==> config.mk <==
export PLATFORM = sky130hd
export DESIGN_NAME = dmem_port_arbiter
export DESIGN_NICKNAME = d
export VERILOG_FILES = /design/src/rtl/dmem_port_arbiter.sv
export SDC_FILE = /design/constraint.sdc
export NUM_CORES = 1
export LEC_CHECK = 0
export CAP_MARGIN = 20
export CORE_AREA = 3 3 88 90
export CTS_CLUSTER_SIZE = 8
export DETAILED_ROUTE_END_ITERATION = 8
export DIE_AREA = 0 0 91 93
export PLACE_DENSITY = 0.69
export SKIP_LAST_GASP = 1
export SYNTH_ARGS = -nofsm -noshare
export SYNTH_HDL_FRONTEND = slang
export SYNTH_SLANG_ARGS = --single-unit
==> constraint.sdc <==
create_clock -name clk -period 2.3 [get_ports clk]
set_input_delay 0.69 -clock clk [delete_from_list [all_inputs] [get_ports clk]]
set_output_delay 0.69 -clock clk [all_outputs]
set_load 0.02 [all_outputs]
==> src/rtl/dmem_port_arbiter.sv <==
// Arbiter that shares one synchronous data memory between the CPU load/store path and a host/debug port.
// Define DMEM_ARB_ANTISTARVE_EN to give the host priority after MAX_WAIT denied cycles; otherwise the CPU always wins.
module dmem_port_arbiter #(
  parameter int ADDR_W   = 9,
  parameter int DATA_W   = 32,
  parameter int MAX_WAIT = 4
) (
  input  logic              clk,
  input  logic              rst,
  input  logic              cpu_req,
  input  logic              cpu_we,
  input  logic [ADDR_W-1:0] cpu_addr,
  input  logic [DATA_W-1:0] cpu_wdata,
  output logic              cpu_gnt,
  output logic              cpu_rvalid,
  output logic [DATA_W-1:0] cpu_rdata,
  input  logic              host_req,
  input  logic              host_we,
  input  logic [ADDR_W-1:0] host_addr,
  input  logic [DATA_W-1:0] host_wdata,
  output logic              host_gnt,
  output logic              host_rvalid,
  output logic [DATA_W-1:0] host_rdata,
  output logic              mem_en,
  output logic              mem_we,
  output logic [ADDR_W-1:0] mem_addr,
  output logic [DATA_W-1:0] mem_wdata,
  input  logic [DATA_W-1:0] mem_rdata
);

  if (MAX_WAIT < 1 || MAX_WAIT > 15) begin : g_bad_max_wait
    $error("dmem_port_arbiter: MAX_WAIT must be in 1..15");
  end

  typedef enum logic [1:0] {
    OWN_NONE = 2'd0,
    OWN_CPU  = 2'd1,
    OWN_HOST = 2'd2
  } owner_e;

  owner_e rd_owner_q, rd_owner_d;
  logic   host_prio;

`ifdef DMEM_ARB_ANTISTARVE_EN
  localparam logic [3:0] MaxWait = 4'(MAX_WAIT);

  logic [3:0] wait_cnt_q, wait_cnt_d;

  always_comb begin
    host_prio  = host_req && (wait_cnt_q == MaxWait);
    // NOTE: every always_comb output gets a default first so no path leaves it unassigned (no latch).
    wait_cnt_d = '0;
    if (host_req && !host_gnt) begin
      wait_cnt_d = (wait_cnt_q == MaxWait) ? wait_cnt_q : wait_cnt_q + 4'd1;
    end
  end

  // NOTE: state flops use non-blocking assignments so all flops update from pre-edge values.
  always_ff @(posedge clk) begin
    if (!rst) wait_cnt_q <= '0;
    else      wait_cnt_q <= wait_cnt_d;
  end
`else
  always_comb host_prio = 1'b0;
`endif

  // Grants are gated by reset so nothing reaches the memory while rst is low.
  always_comb begin
    cpu_gnt  = rst && cpu_req && !host_prio;
    host_gnt = rst && host_req && (!cpu_req || host_prio);
  end

  always_comb begin
    mem_en    = cpu_gnt || host_gnt;
    mem_we    = 1'b0;
    mem_addr  = '0;
    mem_wdata = '0;
    if (cpu_gnt) begin
      mem_we    = cpu_we;
      mem_addr  = cpu_addr;
      mem_wdata = cpu_wdata;
    end else if (host_gnt) begin
      mem_we    = host_we;
      mem_addr  = host_addr;
      mem_wdata = host_wdata;
    end
  end

  always_comb begin
    rd_owner_d = OWN_NONE;
    if (cpu_gnt && !cpu_we)        rd_owner_d = OWN_CPU;
    else if (host_gnt && !host_we) rd_owner_d = OWN_HOST;
  end

  always_ff @(posedge clk) begin
    if (!rst) rd_owner_q <= OWN_NONE;
    else      rd_owner_q <= rd_owner_d;
  end

  // A read in flight when reset arrives is dropped immediately, not one cycle later.
  always_comb begin
    cpu_rvalid  = rst && (rd_owner_q == OWN_CPU);
    host_rvalid = rst && (rd_owner_q == OWN_HOST);
    cpu_rdata   = cpu_rvalid  ? mem_rdata : '0;
    host_rdata  = host_rvalid ? mem_rdata : '0;
  end

endmodule

# [Word-level counts from Yosys, hierarchy flattened]
# Cells that the tools add are included.
[totals] regBits=2 inputBits=120 out_inout_bits=111 word_cells=27
[classes] n_eq_ne=2 muxes=10 bitwise=1 n_reduce_logical=12
[op_table] op="$mux 32" n=4
[op_table] op="$mux 9" n=2
[op_table] op="$logic_and 1x1->1" n=7
[op_table] op="$logic_not 1->1" n=3
[op_table] op="$mux 1" n=3
[op_table] op="$eq 2x1->1 const B" n=1
[op_table] op="$eq 2x2->1 const B" n=1
[op_table] op="$mux 2" n=1
[op_table] op="$reduce_or 2->1" n=1
[op_table] op="$logic_or 1x1->1" n=1
[op_table] op="$not 1->1" n=1

# [Longest topological paths before layout]
[logic_depth] ltp_word=5 depth_mapped=4 depth_no_buf=2

# [Worst setup path after synthesis]
# OpenSTA, ideal clock, no wires.
[synth_timing] path_kind="input to output" start="in host_req" end="out mem_addr[7]" t_arrival_ps=1425 required_ps=1610 setup_slack_ps=185 stages=3 n_path_buf=2 path_cell_list="buf_2 clkbuf_1 a32o_1"
[synth_via] elab_chain_len=4
[synth_rtl] element="start: declaration" line="17" text="input logic host_req,"
[synth_rtl] element="$logic_and 1x1->1 (2 in a row)" line="70" text="host_gnt = rst && host_req && (!cpu_req || host_prio);"
[synth_rtl] element="$mux 9" line="82" text="end else if (host_gnt) begin"
[synth_rtl] element="$mux 9" line="78" text="if (cpu_gnt) begin"
[synth_rtl] element="end: declaration" line="26" text="output logic [ADDR_W-1:0] mem_addr,"
# No other way between the ends.

# [Worst setup path in the final report]
[layout_timing] start="in rst" end="out mem_wdata[7]"
[layout_via] elab_chain_len=4 word_cells_on_any_way=5 cone_classes="mux: 2; reduce/logical: 3"
[layout_rtl] element="start: declaration" line="9" text="input logic rst,"
[layout_rtl] element="$logic_and 1x1->1 (2 in a row)" line="70"
[layout_rtl] element="$mux 32" line="82"
[layout_rtl] element="$mux 32 *" line="78"
[layout_rtl] element="end: declaration" line="27" text="output logic [DATA_W-1:0] mem_wdata,"
# Mark *: on every way between the ends. The rest lies on a longest branch, timed or not.

==> impl_metrics.ini <==
[finish]
final_common_cell = clkdlybuf4s50_1
fillers = 660
top_register = rd_owner_q
area_delta_synth_final_pct = 261
antennaDiodeCount = 0
drive_above_1_share_pct = 39.7
largest_reg_flops = 2
final_cell_mix = clkdlybuf4s50_1 (116), and2_1 (64), clkdlybuf4s15_2 (63)
fin_cells = 472
reg.largest.list = rd_owner_q x2
nets = 495
final_area_mm2 = 0.00393

[power]
irDropWorstVdd_uv = 135
p_switching_w = 0.000253
leakage_nw = 1.60
clockPowerShare_pct = 17.2
p_per_area_mw_per_mm2 = 200
sequentialPowerShare_pct = 4.7
switching_share_pct = 32.2
pwr-share-comb_pct = 78.1
internal_power_w = 0.000534

[grt]
grt_pass1_wl_um = 10800
grt.total_usage_pct = 15.6
grt_pass1_vias = 2161
antenna_found_initial = 0
grt_start_max_net_pins = 34
grt.overflow.total = 0

[yosys]
ys_types = 16
synth.area.top_cells = and2_1 (37%), a32o_1 (36%), buf_8 (5.5%)
synth_top_cell_area_share_pct = 37.4
synthCells = 138
ys_seq_elements = 2
syn_avg_cell_area_um2 = 7.89
synth_nets = 258
yosysTopAreaCell = and2_1
yosysSeqAreaShare_pct = 3.68
syn-cell-area_mm2 = 0.00109
yosys_warnings = 0

[sta]
setup_viol = 36
rsz0062_at_grt = true
fin_crit_ns = 2.39
slew_violations = 0
finalCritPeriodShare_pct = 104
relSlewSlack_pct = 85.4
worstMarginPinSlew_ns = 0.220
fin_setup_tns_ns = -1.64
fmax_mhz = 419
finalHoldViolCount = 0
fin_ws_ns = -0.0871

[critical_path]
critical_path_class = input port to output pin
crit_required_ns = 1.61
critPathBufInv = 5
path_common_cell = buf_12
critPathTopFamily = buffers and inverters
cp.arrival_ns = 1.70
max_stage_delay_ns = 0.26
cp_max_fo = 5
start_kind = input port
endpoint_kind = output pin
path_cells = buf_8 -> nor2b_4 -> buf_12 -> buf_12 -> buf_16 -> a32o_2 -> buf_6
worst_path_max_delay_cell = a32o_2

[routing]
drt_pass1_iterations = 4
drc = 0
antenna_left = 0
wl_per_cell_um = 16.6
routed_via_density = 4.47
vias = 2108
wl_um = 7850
drtIter0Drc = 28

[die]
core.rowCount = 31
core_area_mm2 = 0.00714
ios = 231
die-area_mm2 = 0.00846
start_util_pct = 15.3
die_w_um = 91
dieHeight_um = 93

[placed_design]
numPortBuffers = 230
dp_hpwl_um = 5680
placed_area_mm2 = 0.00349
place_congestion = 0.698
place_inst = 456

[status]
status = finished with violations
violations = negative setup slack

[clock_network]
cts.clk_slew.worst_paths_ns = 0.03
cts_tree = built
clk_path_buf_depth = 2
cts_buffers = 3
htreeDepth = 1
cts-root-buf = clkbuf_8
cts.sinks = 2

[hold_path]
hp-class = input port to flop

[flow_run]
maxCapViolations = 0
==> power groups by stage <==
stage,combinational [W],sequential (W),clock (W)
3_5_place_dp,0.000540,0.0000371,0
5_1_grt,0.000648,0.0000368,0.000142
4_1_cts,0.000592,0.0000367,0.000137
3_3_place_gp,0.000536,0.0000369,0
6_report,0.000614,0.0000367,0.000136
2_1_floorplan,0.000193,0.0000369,0
==> layout make-up <==
cell class / count / area, um^2 / area share [%]
Clock buffer: 3 / 41.3 / 1.05
Multi-Input combinational cell: 115 / 898 / 22.9
Sequential cell: 2 / 40.0 / 1.02
Timing Repair Buffer: 253 / 2820 / 71.9
Tap cell: 99 / 124 / 3.15
==> cell families after synthesis <==
kind of cell | count (synthesis) | synth area share, %
AOI/OAI and AO/OA | 43 | 39.7
and+or+nand+nor | 72 | 41.3
DFF | 2 | 3.68
buffers and inverters | 21 | 15.4
==> final timing paths <==
check | startpoint | endpoint | cells past startpoint
worst max-delay path | rst | mem_wdata[7] | 7
worst min-delay path | cpu_req | rd_owner_q[1]$_SDFF_PP0_ | 3
==> synthesized netlist by cell type <==
cell type / n
a32o_1: 39
a32o_2: 3
and2_1: 65
and3b_1: 2
buf_2: 4
buf_4: 3
buf_6: 3
buf_8: 4
clkbuf_1: 3
clkbuf_2: 4
dfxtp_1: 2
nand2_1: 1
nor2_1: 1
nor2b_1: 2
nor3_1: 1
o21a_1: 1
==> per-layer routing <==
layer  global-route usage [%]  vias to the layer above  wire length, um
li1                         -                      999                -
met5                        0                        -                0
met4                     1.88                        0               30
met3                     5.15                        2              847
met1                     15.8                      963             2770
met2                     31.5                      144             4210
==> repair_timing <==
item,4_1_cts,5_1_grt
cloned,4,5
setup endpoints to repair,111,104
setup buffers,2,2
pin swaps,31,2
hold buffers,0,0
resized for setup,471,15
==> stage by stage <==
stage / utilization, % / setup slack (ns) / total power, W / hold slack (ns)
after floorplan: - / 0.185 / 0.000230 / 0.762
after global placement: 48.9 / -0.889 / 0.000572 / 1.25
after detailed placement: 48.9 / -0.884 / 0.000577 / 1.26
after CTS: 53.2 / -0.102 / 0.000765 / 0.835
after global routing: 55.0 / -0.111 / 0.000827 / 0.853
final: 55.0 / -0.0871 / 0.000787 / 0.840
No activity file was read; power rests on OpenSTA's default activity.
